$ cat src/rtl/piso_serializer.sv
// piso_serializer: parallel-in / serial-out converter with a one-word holding
// register, so that back-to-back frames stream with no idle gap. Each bit is
// held for DIV clocks, and frame_done marks the last cycle of every frame.
module piso_serializer #(
    parameter int WIDTH = 8,
    parameter int DIV   = 1
) (
    input  logic             clock,
    input  logic             reset,
    input  logic [WIDTH-1:0] data_in,
    input  logic             msb_first,
    input  logic             load_valid,
    output logic             load_ready,
    output logic             ser_out,
    output logic             ser_valid,
    output logic             frame_done
);

    localparam logic [0:0] IDLE  = 1'b0;
    localparam logic [0:0] SHIFT = 1'b1;

    localparam int BW = (WIDTH > 1) ? $clog2(WIDTH) : 1;
    localparam int DW = (DIV > 1) ? $clog2(DIV) : 1;
    localparam logic [BW-1:0] BIT_LAST = BW'(WIDTH - 1);
    localparam logic [DW-1:0] DIV_LAST = DW'(DIV - 1);

    logic [0:0]       state;
    logic [WIDTH-1:0] shreg;      // always kept in transmit order, LSB goes out first
    logic [WIDTH-1:0] hold_word;
    logic             hold_msb;
    logic             hold_full;
    logic [BW-1:0]    bit_cnt;
    logic [DW-1:0]    div_cnt;

    logic accept;
    logic bit_end;
    logic frame_end;

    // Reorder a captured word so that the shift register only ever shifts right.
    function automatic logic [WIDTH-1:0] tx_order(input logic [WIDTH-1:0] w,
                                                  input logic             msb);
        logic [WIDTH-1:0] r;
        for (int i = 0; i < WIDTH; i++) begin
            r[i] = msb ? w[WIDTH-1-i] : w[i];
        end
        return r;
    endfunction

    assign load_ready = ~hold_full;
    assign accept     = load_valid & load_ready;
    assign bit_end    = (div_cnt == DIV_LAST);
    assign frame_end  = (state == SHIFT) && bit_end && (bit_cnt == BIT_LAST);

    assign ser_valid  = (state == SHIFT);
    assign ser_out    = (state == SHIFT) & shreg[0];
    assign frame_done = frame_end;

    // Shift engine: state, counters and shift register; reloads at frame end
    // from hold first, then from a same-edge accept, otherwise goes idle.
    always_ff @(posedge clock or posedge reset) begin
        if (reset) begin
            state   <= IDLE;
            shreg   <= '0;
            bit_cnt <= '0;
            div_cnt <= '0;
        end else begin
            case (state)
                IDLE: begin
                    if (accept) begin
                        shreg   <= tx_order(data_in, msb_first);
                        bit_cnt <= '0;
                        div_cnt <= '0;
                        state   <= SHIFT;
                    end
                end
                default: begin
                    if (frame_end) begin
                        bit_cnt <= '0;
                        div_cnt <= '0;
                        if (hold_full) begin
                            shreg <= tx_order(hold_word, hold_msb);
                        end else if (accept) begin
                            shreg <= tx_order(data_in, msb_first);
                        end else begin
                            shreg <= '0;
                            state <= IDLE;
                        end
                    end else if (bit_end) begin
                        div_cnt <= '0;
                        bit_cnt <= bit_cnt + 1'b1;
                        shreg   <= shreg >> 1;
                    end else begin
                        div_cnt <= div_cnt + 1'b1;
                    end
                end
            endcase
        end
    end

    // Holding register: fills on a mid-frame accept, drains at every frame end.
    always_ff @(posedge clock or posedge reset) begin
        if (reset) begin
            hold_full <= 1'b0;
            hold_word <= '0;
            hold_msb  <= 1'b0;
        end else if (state == SHIFT) begin
            if (frame_end) begin
                hold_full <= 1'b0;
            end else if (accept) begin
                hold_full <= 1'b1;
                hold_word <= data_in;
                hold_msb  <= msb_first;
            end
        end
    end

endmodule

$ cat config.mk
export PLATFORM = sky130hd
export DESIGN_NAME = piso_serializer
export DESIGN_NICKNAME = d
export VERILOG_FILES = /design/src/rtl/piso_serializer.sv
export SDC_FILE = /design/constraint.sdc
export NUM_CORES = 1
export LEC_CHECK = 0
export ABC_AREA = 0
export BUFFER_PORTS_ARGS = -buffer_cell sky130_fd_sc_hd__buf_2
export CORE_MARGIN = 1.5
export CORE_UTILIZATION = 55
export CTS_BUF_LIST = sky130_fd_sc_hd__clkbuf_4 sky130_fd_sc_hd__clkbuf_8
export DETAILED_ROUTE_END_ITERATION = 16
export PLACE_DENSITY_LB_ADDON = 0.15
export SLEW_MARGIN = 20
export SYNTH_ARGS = -nofsm -noshare
export SYNTH_HDL_FRONTEND = slang
export SYNTH_SLANG_ARGS = --single-unit
$ cat constraint.sdc
create_clock -name clock -period 2.42 [get_ports clock]
set_clock_uncertainty 0.2 [all_clocks]
set_input_delay 0.121 -clock clock [delete_from_list [all_inputs] [get_ports clock]]
set_output_delay 0.121 -clock clock [all_outputs]
set_load 0.1 [all_outputs]
==> flow_summary_export.csv <==
group,metric,value,unit
run_status,status,"completed",
synthesis,synth_seq_cells,22,
place,io_buffers,15,
synthesis,synthesis.nets,120,
global_routing,first_global_vias,932,
synthesis,synth.distinct_cells,22,
place,placed_cell_area,0.00132,mm²
synthesis,synthTopCellsByArea,"dfrtp_1 45%, mux2i_1 14%, mux2_1 8.2%",
clock_tree,cts.root.buffer_cell,"clkbuf_4",
clock_tree,clockBufferDepth,2,
critical_path,critical_path.cell_chain,"ha_1, ha_1, and2_2, buf_2",
timing,finalSetupTns,0,ns
timing,holdWs,0.0635,ns
floorplanning,core_area,0.00204,mm²
routing,drc,0,
pwr,power-per-cell-area,1370,mW/mm²
timing,slew_headroom,0.437,
floorplanning,start_util,0.604,
min_path,hp-start,"msb_first",
timing,tightest_slew,0.844,ns
pwr,irDropWorstVdd,0.00103,V
timing,setup_viol,0,
synthesis,synth_common_cells,"22 x dfrtp_1, 17 x mux2i_1, 9 x mux2_1",
synthesis,syn_inst,106,
synthesis,syn_area_per_cell,11.6,µm²
routing,via_per_inst,5.94,
critical_path,crit_arrival,1.78,ns
synthesis,synth_edf_count,0,
timing,fmax,0.477,GHz
routing,final_antenna_net_count,0,
synthesis,synthFlopType,"dfrtp_1",
place,place_inst,143,
clock_tree,cts.repair.resized,0,
critical_path,cp_max_fo,6,
routing,num_vias,933,
timing,fin_crit,2.10,ns
final_layout,syn_to_final_growth,18.1,%
final_layout,drive_above_1_share,0.215,
timing,worst_slack,0.324,ns
global_routing,grt_pass1_wl,4350,µm
place,dp_slack,0.379,ns
pwr,p_leak,0.000665,µW
critical_path,path_delay_family,"adder cells",
routing,dr.first_iter.drc_count,17,
global_routing,grt.total_usage,0.226,
critical_path,cp_data_required_time,2.10,ns
floorplanning,ios,16,
timing,hold_viol,0,
clock_tree,clk-insertion-delay-late,0.31,ns
routing,drt-total-wl,2560,µm
global_routing,overflow,0,
critical_path,crit_start,"bit_cnt[0]",
critical_path,cp-end-kind,"output port",
synthesis,synth.top_cell.area_share,0.447,
synthesis,synth.most_common_cell,"dfrtp_1",
critical_path,cp_slowest_cell,"buf_2",
floorplanning,die_h,50.3,µm
clock_tree,numCtsBuffers,3,
synthesis,yosys.area.top_type,"dfrtp_1",
routing,wl_per_cell,16.3,µm
routing,drtPass1Iterations,4,
critical_path,worst_path_most_repeated_cell,"ha_1",
final_layout,fin_area,0.00146,mm²
place,gp_congestion,0.763,
floorplanning,dieArea,0.00253,mm²
min_path,hp-class,"input pin to flip-flop",
critical_path,startpoint_type,"flip-flop",
place,dpl.hpwl,1680,µm
clock_tree,clkTransAtPathRegs,0.13,ns
final_layout,final_cells,157,
floorplanning,die-width,50.3,µm
critical_path,critical_path_class,"flip-flop to output port",
run,drv_cap,0,
timing,rsz0062_at_grt,"false",
critical_path,timing.rr.start,"bit_cnt[0]",
floorplanning,rows,16,
synthesis,synth-seq-area-share,0.447,
critical_path,cpPeakStageDelay,0.43,ns
clock_tree,cts_sinks,22,
critical_path,crit_buf_inv,1,
final_layout,n_antenna_cell,0,
global_routing,grt_max_degree,23,
synthesis,ys_async_sr_fraction,1.00,
clock_tree,cts_tree,"yes",
clock_tree,cts_max_level,1,
final_layout,nets,145,
timing,fin_crit_sh,0.866,
timing,drv_slew,0,
synthesis,yosysWarnings,0,
global_routing,antenna_found_initial,0,
synthesis,syn_area,0.00123,mm²
[timing repair]
action | CTS | global route
endpoints found under the hold margin | 31 | 0
hold buffers | 10 | 0
buffers inserted | 0 | 0
[worst register-to-register path: stages, from the launching register on]
cell and delay, ns:
dfrtp_1 0.42, ha_1 0.20, ha_1 0.26, nand2b_2 0.28, nor2_8 0.24, mux2_1 0.35
[state kept, by name, summed over array words and instances (netlist names)]
name,flops
bit_cnt,3
hold_msb,1
hold_word,8
ser_valid,1
hold_full,1
shreg,8
[power by group]
part | leakage [µW] | internal [µW] | total, µW | switching (µW)
sequential | 0.000263 | 550 | 725 | 176
clock | 0.0000210 | 91.9 | 209 | 118
combinational | 0.000381 | 457 | 1050 | 597
[kinds of logic after synthesis]
| group | synth area share |
|---|---|
| AO/OA/AOI/OAI | 0.171 |
| multiplexers | 0.220 |
| flip-flops | 0.447 |
| AND/OR/NAND/NOR | 0.101 |
| buffers and inverters | 0.0416 |
| adder cells (fa/ha/maj) | 0.0203 |
[layout by cell type (no fill, tap or decap), drive strengths merged]
master       netlist  final
dfrtp             22     22
mux2i             17     17
buf                7     17
dlygate4sd3        0     10
mux2               9      9
nor2               9      9
a21oi              7      7
o2bb2ai            7      7
o32a               7      7
clkbuf             0      4
a22o               3      3
inv                3      3
nand2b             3      3
nor2b              2      2
o22ai              2      2
and2               2      2
ha                 2      2
nand3              1      1
nand3b             1      1
o21ai              1      1
nand2              1      1
[metrics by stage]
stage / total power (µW) / utilization
6_report: 1990 / 0.713
5_1_grt: 2110 / 0.713
4_1_cts: 1990 / 0.713
3_5_place_dp: 1760 / 0.646
3_3_place_gp: 1730 / 0.646
2_1_floorplan: 1580 / -
[final timing paths]
check                                to  slack [ns]  cells past startpoint
min in group asynchronous      shreg[1]        0.32                      3
setup reg to reg           hold_word[6]        0.36                      5
max in group asynchronous  hold_word[5]        1.18                      3
hold / removal                 hold_msb        0.06                      2
hold reg to reg              bit_cnt[0]        0.30                      1
setup / recovery             frame_done        0.32                      4
[per-layer routing]
layer	global-route usage	part of all wire	up-vias	routed length [µm]
li1	-	-	447	-
met1	0.310	0.47	462	1220
met2	0.375	0.48	17	1220
met3	0.0208	0.027	7	69
met4	0.0811	0.020	0	51
met5	0	0	-	0
[layout make-up]
class                      instances  area [µm²]
fill                             159         587
clock buffer                       4        36.3
inverter                           3        11.3
sequential                        22         551
tap                               27        33.8
timing repair buffer              27         190
multi-input combinational         74         633
Power figures use the tool's default switching activity.
